`src/rtl/grng_coef_sched.sv`:
```
`default_nettype none
// +--------------------------------------------------------------------------+
// | grng_coef_sched: credit-based round-robin scheduler sharing one           |
// | coefficient ROM between NREQ ICDF channels. Option: GRNG_COEF_SCHED_PRIO0_EN |
// | Revision: 1.0                                                             |
// +--------------------------------------------------------------------------+
module grng_coef_sched #(
  parameter int NREQ       = 4,
  parameter int ID_W       = 2,
  parameter int FIFO_DEPTH = 4
) (
  input  logic              clk,
  input  logic              rst,
  input  logic [NREQ-1:0]   req_valid,
  input  logic [7*NREQ-1:0] req_seg,
  output logic [NREQ-1:0]   req_ready,
  output logic              en_coef,
  output logic [6:0]        segment,
  input  logic [20:0]       rom_coef0,
  input  logic [17:0]       rom_coef1,
  input  logic [17:0]       rom_coef2,
  output logic              out_valid,
  input  logic              out_ready,
  output logic [ID_W-1:0]   out_id,
  output logic [20:0]       out_coef0,
  output logic [17:0]       out_coef1,
  output logic [17:0]       out_coef2
);

  localparam int c_PTR_W = $clog2(FIFO_DEPTH);
  localparam int c_CNT_W = c_PTR_W + 1;
  localparam int c_OCC_W = c_CNT_W + 1;

  logic [ID_W-1:0]    r_rr_ptr;
  logic               r_s1_valid;
  logic [ID_W-1:0]    r_s1_id;
  logic               r_s2_valid;
  logic [ID_W-1:0]    r_s2_id;
  logic [c_PTR_W-1:0] r_wr_ptr;
  logic [c_PTR_W-1:0] r_rd_ptr;
  logic [c_CNT_W-1:0] r_count;

  logic [ID_W-1:0]    r_mem_id    [FIFO_DEPTH];
  logic [20:0]        r_mem_coef0 [FIFO_DEPTH];
  logic [17:0]        r_mem_coef1 [FIFO_DEPTH];
  logic [17:0]        r_mem_coef2 [FIFO_DEPTH];

  logic               w_pop;
  logic               w_push;
  logic [c_OCC_W-1:0] w_occ;
  logic               w_credit_ok;
  logic               w_any;
  logic               w_prio_hit;
  logic [ID_W-1:0]    w_win;
  int                 v_idx;

  assign out_valid = (r_count != '0);
  assign w_pop     = out_valid & out_ready;
  assign w_push    = r_s2_valid;

  // Occupancy counts reads still in the tag pipe; a same-cycle pop frees its slot at once.
  assign w_occ = {1'b0, r_count} + c_OCC_W'(r_s1_valid) + c_OCC_W'(r_s2_valid)
               - c_OCC_W'(w_pop);
  assign w_credit_ok = (w_occ < c_OCC_W'(FIFO_DEPTH));

  always_comb begin
    w_any      = 1'b0;
    w_prio_hit = 1'b0;
    w_win      = '0;
    v_idx      = 0;
    if (!rst && w_credit_ok) begin
`ifdef GRNG_COEF_SCHED_PRIO0_EN
      if (req_valid[0]) begin
        w_any      = 1'b1;
        w_prio_hit = 1'b1;
      end
`endif
      for (int k = 0; k < NREQ; k++) begin
        v_idx = (int'(r_rr_ptr) + k) % NREQ;
        if (!w_any && req_valid[v_idx]) begin
          w_any = 1'b1;
          w_win = ID_W'(v_idx);
        end
      end
    end
  end

  assign req_ready = w_any ? (NREQ'(1) << w_win) : '0;

  always_ff @(posedge clk) begin
    if (rst) begin
      r_rr_ptr   <= '0;
      en_coef    <= 1'b0;
      segment    <= '0;
      r_s1_valid <= 1'b0;
      r_s1_id    <= '0;
      r_s2_valid <= 1'b0;
      r_s2_id    <= '0;
    end else begin
      r_s2_valid <= r_s1_valid;
      r_s2_id    <= r_s1_id;
      if (w_any) begin
        segment    <= req_seg[7*w_win +: 7];
        en_coef    <= 1'b1;
        r_s1_valid <= 1'b1;
        r_s1_id    <= w_win;
        if (!w_prio_hit)
          r_rr_ptr <= (w_win == ID_W'(NREQ-1)) ? '0 : w_win + ID_W'(1);
      end else begin
        en_coef    <= 1'b0;
        r_s1_valid <= 1'b0;
      end
    end
  end

  always_ff @(posedge clk) begin
    if (rst) begin
      r_wr_ptr <= '0;
      r_rd_ptr <= '0;
      r_count  <= '0;
    end else begin
      if (w_push) r_wr_ptr <= r_wr_ptr + c_PTR_W'(1);
      if (w_pop)  r_rd_ptr <= r_rd_ptr + c_PTR_W'(1);
      r_count <= r_count + c_CNT_W'(w_push) - c_CNT_W'(w_pop);
    end
  end

  // Storage needs no reset: empty entries are masked on the outputs.
  always_ff @(posedge clk) begin
    if (w_push) begin
      r_mem_id[r_wr_ptr]    <= r_s2_id;
      r_mem_coef0[r_wr_ptr] <= rom_coef0;
      r_mem_coef1[r_wr_ptr] <= rom_coef1;
      r_mem_coef2[r_wr_ptr] <= rom_coef2;
    end
  end

  assign out_id    = out_valid ? r_mem_id[r_rd_ptr]    : '0;
  assign out_coef0 = out_valid ? r_mem_coef0[r_rd_ptr] : '0;
  assign out_coef1 = out_valid ? r_mem_coef1[r_rd_ptr] : '0;
  assign out_coef2 = out_valid ? r_mem_coef2[r_rd_ptr] : '0;

endmodule
`default_nettype wire

```
`config.mk`:
```
export PLATFORM = sky130hd
export DESIGN_NAME = grng_coef_sched
export DESIGN_NICKNAME = d
export VERILOG_FILES = /design/src/rtl/grng_coef_sched.sv
export SDC_FILE = /design/constraint.sdc
export NUM_CORES = 1
export LEC_CHECK = 0
export ABC_AREA = 0
export CAP_MARGIN = 20
export CORE_UTILIZATION = 55
export DETAILED_ROUTE_END_ITERATION = 6
export HOLD_SLACK_MARGIN = 0.03
export PLACE_DENSITY = 0.82
export SLEW_MARGIN = 0
export SYNTH_ARGS = -nofsm -noshare
export SYNTH_HDL_FRONTEND = slang
export SYNTH_SLANG_ARGS = --single-unit
export TNS_END_PERCENT = 1
```
`constraint.sdc`:
```
create_clock -name clk -period 8.5 [get_ports clk]
set_clock_uncertainty 0.05 [all_clocks]
set_input_delay 2.55 -clock clk [delete_from_list [all_inputs] [get_ports clk]]
set_output_delay 2.55 -clock clk [all_outputs]
set_load 0.03 [all_outputs]
```
# Word level (Yosys, flattened, before mapping)
# Memories as Yosys holds them, arrays and structs flattened. A register that Yosys moved wholly into a read port is not among the register bits.
# Index checks and enable logic that the tools add are counted.
# Widths: inputs -> output; s select.
[totals]
mem_bits_rw = 236
mem_count = 4
word_cells = 90
out_inout_bits = 72
regBits = 22
[mem_list]
columns = ["name", "words", "word_bits", "read_ports", "rd_ports_with_merged_regs", "wr", "line", "text"]
rows = [
  ["r_mem_coef0", 4, 21, 1, 1, 1, "44", "logic [20:0] r_mem_coef0 [FIFO_DEPTH];"],
  ["r_mem_coef1", 4, 18, 1, 1, 1, "45", "logic [17:0] r_mem_coef1 [FIFO_DEPTH];"],
  ["r_mem_coef2", 4, 18, 1, 1, 1, "46", "logic [17:0] r_mem_coef2 [FIFO_DEPTH];"],
  ["r_mem_id", 4, 2, 1, 1, 1, "43", "logic [ID_W-1:0] r_mem_id [FIFO_DEPTH];"],
]
[classes]
n_addsub = 11
n_reduce_logical = 12
n_mul = 1
eq_ne = 1
n_mux = 41
n_shift = 2
magnitude_cmp = 5
bitwise = 4
[op_table]
columns = ["operator", "n"]
rows = [
  ["$mux 18", 2],
  ["$mux 2", 15],
  ["$shiftx 28x6->7", 1],
  ["$mux 21", 1],
  ["$mux 1", 18],
  ["$lt 3x4->1 const B", 3],
  ["$add 2x1->2 const B", 4],
  ["$bmux 1 s2", 4],
  ["$reduce_or 2->1", 3],
  ["$mul 3x2->5 const A", 1],
  ["$add 2x2->2 const B", 2],
  ["$add 3x1->4", 1],
  ["$add 4x1->4", 1],
  ["$logic_and 1x1->1", 4],
  ["$logic_not 1->1", 4],
  ["$lt 4x3->1 const B", 1],
  ["$mux 4", 1],
  ["$shl 1x2->4 const A", 1],
  ["$sub 4x1->4", 1],
  ["$add 3x1->3", 1],
  ["$and 1x1->1 const A", 3],
  ["$lt 2x3->1 const B", 1],
  ["$reduce_bool 3->1", 1],
  ["$sub 3x1->3", 1],
  ["2 further kinds", 2],
]

# Logic depth before layout (Yosys ltp)
[logic_depth]
ltp_word = 20
mapped_depth = 15

# Least setup slack after synthesis
# No wires, ideal clock.
[synth_timing]
kind = "input-to-output"
from = "in out_ready"
to = "out req_ready[1]"
n_path_buf = 1
cell_stages = 11
path_slack_ns = 1.218
t_required_ns = 5.900
arrival_ns = 4.682
path_cell_list = "nand2_1 -> or2_2 -> ha_1 -> a21oi_1 -> and3_1 -> o21a_1 -> clkbuf_1 -> nand2_1 -> inv_1 -> ha_1 -> and3_1"
[synth_via]
elab_chain_cells = 7
word_cells_on_any_way = 8
[synth_rtl]
columns = ["item", "line", "text"]
rows = [
  ["start: declaration", "23", "input logic out_ready,"],
  ["$and 1x1->1", "58", "assign w_pop = out_valid & out_ready;"],
  ["$sub 4x1->4", "63", "- c_OCC_W'(w_pop);"],
  ["$lt 4x3->1", "64", "assign w_credit_ok = (w_occ < c_OCC_W'(FIFO_DEPTH));"],
  ["$logic_and 1x1->1", "71", "if (!rst && w_credit_ok) begin"],
  ["$mux 2", "71", ""],
  ["named net w_win[0]", "54", "logic [ID_W-1:0] w_win;"],
  ["$shl 1x2->4", "88", "assign req_ready = w_any ? (NREQ'(1) << w_win) : '0;"],
  ["$mux 4", "88", ""],
  ["end: declaration", "16", "output logic [NREQ-1:0] req_ready,"],
]
# The timed path passes the listed nets, and every way through them passes these cells.

# Worst setup path after layout
[layout_timing]
from = "in out_ready"
to = "out req_ready[3]"
# The elaborated chain is that of the path after synthesis.

==> flow_summary.json <==
{
  "io_pins": 164,
  "fmax_mhz": 120.2,
  "ys_ff_latch": 260,
  "status": "complete, but fails checks",
  "whs_ps": 424.7,
  "synth.cell_area_um2": 10360,
  "post-route-period-util_pct": 97.92,
  "drtIter0Drc": 467,
  "root_buffer": "clkbuf_16",
  "cts_resized": 0,
  "max-slew-margin-rel_pct": 38.13,
  "cts_buffer_depth": 3,
  "cts_sinks": 260,
  "critPathRequiredTime_ps": 5900,
  "drv_cap": 0,
  "synth_nets": 654,
  "ant_nets": 0,
  "cts_buffers": 26,
  "finalSetupTns_ps": 0,
  "regArea_um2": 7572,
  "intPower_uw": 2804,
  "synth_area_per_cell_um2": 18.86,
  "drc": 13,
  "synth_top_flop_cell": "edfxtp_1",
  "crit_chain": "clkdlybuf4s50_1 > nand2_1 > or2_2 > ha_1 > a21oi_1 > and3_1 > o21a_1 > nand2_1 > inv_1 > ha_1 > and3_1 > clkdlybuf4s50_1",
  "cp_slowest_stage_delay_ps": 680,
  "placed_area_um2": 12210,
  "switching_share_pct": 33.19,
  "clk_pin_slew_ps": 60,
  "cts_setup_buffers": 0,
  "gr-usage-met3_pct": 4.164,
  "cellLeakagePower_uw": 0.004241,
  "end_kind": "output pin",
  "yosys.cell_types.count": 42,
  "die_w_um": 139.2,
  "gp_congestion": 0.9656,
  "worst_slew_pin_slew_ps": 928.0,
  "grt_usage_pct": 21.57,
  "met2_usage_pct": 37.34,
  "criticalPathCategory": "input pin to output pin",
  "core_region_area_um2": 18210,
  "min_path_type": "flop to flop",
  "peakVddDrop_v": 0.0001884,
  "diodes": 0,
  "grt_pass1_vias": 5991,
  "grt_pass1_wl_um": 31870,
  "first_pass_iters": 7,
  "setup_viol": 0,
  "drive_gt1_share_pct": 15.49,
  "yosysSeqAreaShare_pct": 73.07,
  "hold_viol_final": 0,
  "syn_inst": 549,
  "async_flop_share_pct": 0,
  "start_util_pct": 56.87,
  "antenna_found_initial": 0,
  "dpl.hpwl_um": 12330,
  "grt_most_used_layer": "met2",
  "grt_overflow_total": 0,
  "avgRoutedWirePerCell_um": 21.11,
  "grt_use_met1_pct": 27.88,
  "multi_input_area_um2": 2619,
  "start_kind": "input pin",
  "vias": 5665,
  "drt_wl_total_um": 20380,
  "fin_area_um2": 12980,
  "ys_warn_count": 0,
  "seq_power_share_pct": 37.6,
  "crit_fanout": 8,
  "maxSlewViolCount": 0,
  "n_fill_cell": 1098,
  "portBuffers": 163,
  "critPathArrivalTime_ps": 5720,
  "p_sw_uw": 1393,
  "vias_per_cell": 5.870,
  "violations": "design-rule violations",
  "clk_latency_ps": 520,
  "crit_slowest_cell": "clkdlybuf4s50_1",
  "period_minus_slack_ps": 8323,
  "die_area_um2": 19380,
  "p_clk_share_pct": 24.3,
  "fp-row-count": 49,
  "cts_tree": "built",
  "fin_nets": 823,
  "die_y_um": 139.2,
  "cts.htree.levels": 1,
  "syn2layout_area_growth_pct": 25.37,
  "p_comb_share_pct": 38.2,
  "rsz0062_at_grt": "false",
  "cellPowerDensity_nw_per_um2": 323.3,
  "grt_max_degree": 63,
  "hold_buffers": 0,
  "synth_edf_count": 236
}
[area by class of cell]
| class | count | area share (%) |
|---|---|---|
| Clock inverter | 12 | 0.4240 |
| Timing Repair Buffer | 169 | 13.01 |
| Tap cell | 229 | 2.207 |
| Multi-Input combinational cell | 245 | 20.17 |
| Inverter | 16 | 0.4626 |
| Clock buffer | 34 | 5.406 |
| Sequential cell | 260 | 58.32 |
[metrics by stage]
stage / total power [uW] / std cells / utilization [%] / worst slack [ps]
floorplan: 2596 / 549 / - / 1218
global placement: 3163 / 918 / 67.04 / 315.9
detailed placement: 3197 / 918 / 67.04 / 197.3
CTS: 4215 / 964 / 71.19 / 181.3
global route: 4377 / 965 / 71.30 / 31.87
finish: 4197 / 965 / 71.30 / 177.2
[kinds of logic after synthesis]
family | synth area share, %
and+or+nand+nor | 7.527
DFF | 73.07
muxes | 13.02
AOI/OAI and AO/OA | 2.658
adders and majority gates | 1.643
buffers and inverters | 1.740
xor gates and xnor gates | 0.3383
[path summary, 6_finish.rpt]
path	end	startpoint	slack [ps]	cells after the start
max	req_ready[3]	out_ready	180	12
min	r_s2_id[1]$_SDFF_PP0_	r_s1_id[1]$_SDFFE_PP0P_	420	2
max reg2reg	segment[2]$_SDFFE_PP0P_	r_count[0]$_SDFF_PP0_	4870	11
min reg2reg	r_s2_id[1]$_SDFF_PP0_	r_s1_id[1]$_SDFFE_PP0P_	420	2
[cell usage after synthesis, types with 2 or more instances]
library cell    n  area share (%)
edfxtp_1      236              68
and2_1         63             3.8
mux4_2         59              13
dfxtp_1        24             4.6
clkbuf_1       21            0.76
nor2_1         18            0.65
inv_1          16            0.58
ha_1           12             1.4
o21ai_0        10            0.48
nor3_1          8            0.39
nor2b_1         7            0.42
a21oi_1         6            0.29
a32o_1          6            0.58
buf_2           6            0.29
nand2_1         6            0.22
o2111ai_1       6            0.51
or4_1           6            0.43
and3_1          5            0.30
nand3_1         3            0.14
o21a_1          3            0.22
xor2_1          3            0.25
mux2i_1         2            0.19
nand2b_1        2            0.12
or2_2           2            0.12
or3_1           2            0.12
[power groups by stage]
stage | clock network [uW] | logic (uW) | registers, uW
floorplan | 0 | 1030 | 1570
global placement | 0 | 1570 | 1600
detailed placement | 0 | 1590 | 1610
CTS | 1040 | 1600 | 1580
global route | 1090 | 1690 | 1590
finish | 1020 | 1600 | 1580
[metal layers]
metal  routed length [um]  up-vias
met5                    0        -
met3                 1334       47
li1                     -     2515
met4                  434        0
met2                10350      267
met1                 8258     2836
[state kept, by name, indices dropped and copies added, names as in the netlist, 2 cells and up, named ones only]
signal / flops
r_mem_coef1: 72
r_rd_ptr: 2
r_mem_id: 8
r_s2_id: 2
r_s1_id: 2
r_count: 3
r_mem_coef0: 84
r_mem_coef2: 72
r_rr_ptr: 2
segment: 7
r_wr_ptr: 2
[critical path, delay by kind of cell]
kind,cells,cell delay (ps)
adders and majority gates,2,430
and+or+nand+nor,5,1010
AOI/OAI and AO/OA,2,430
buffers and inverters,3,1320
[cells in the final DEF (no fill, tap or decap), types with 4 or more instances in the layout]
master	netlist	routed
clkdlybuf4s50_1	0	163
mux4_2	59	59
and3_1	5	5
and2_4	1	4
o2111ai_1	6	6
and2_1	63	59
ha_1	12	12
clkinv_2	0	5
nor3_1	8	8
edfxtp_1	236	236
a32o_1	6	6
clkbuf_16	0	27
clkbuf_1	21	7
inv_1	16	16
a21oi_1	6	6
o21ai_0	10	10
dfxtp_1	24	22
buf_4	0	5
nand2_1	6	6
nor2b_1	7	7
or4_1	6	6
nor2_1	18	18
clkinv_1	0	6
(Power assumes the default switching activity.)
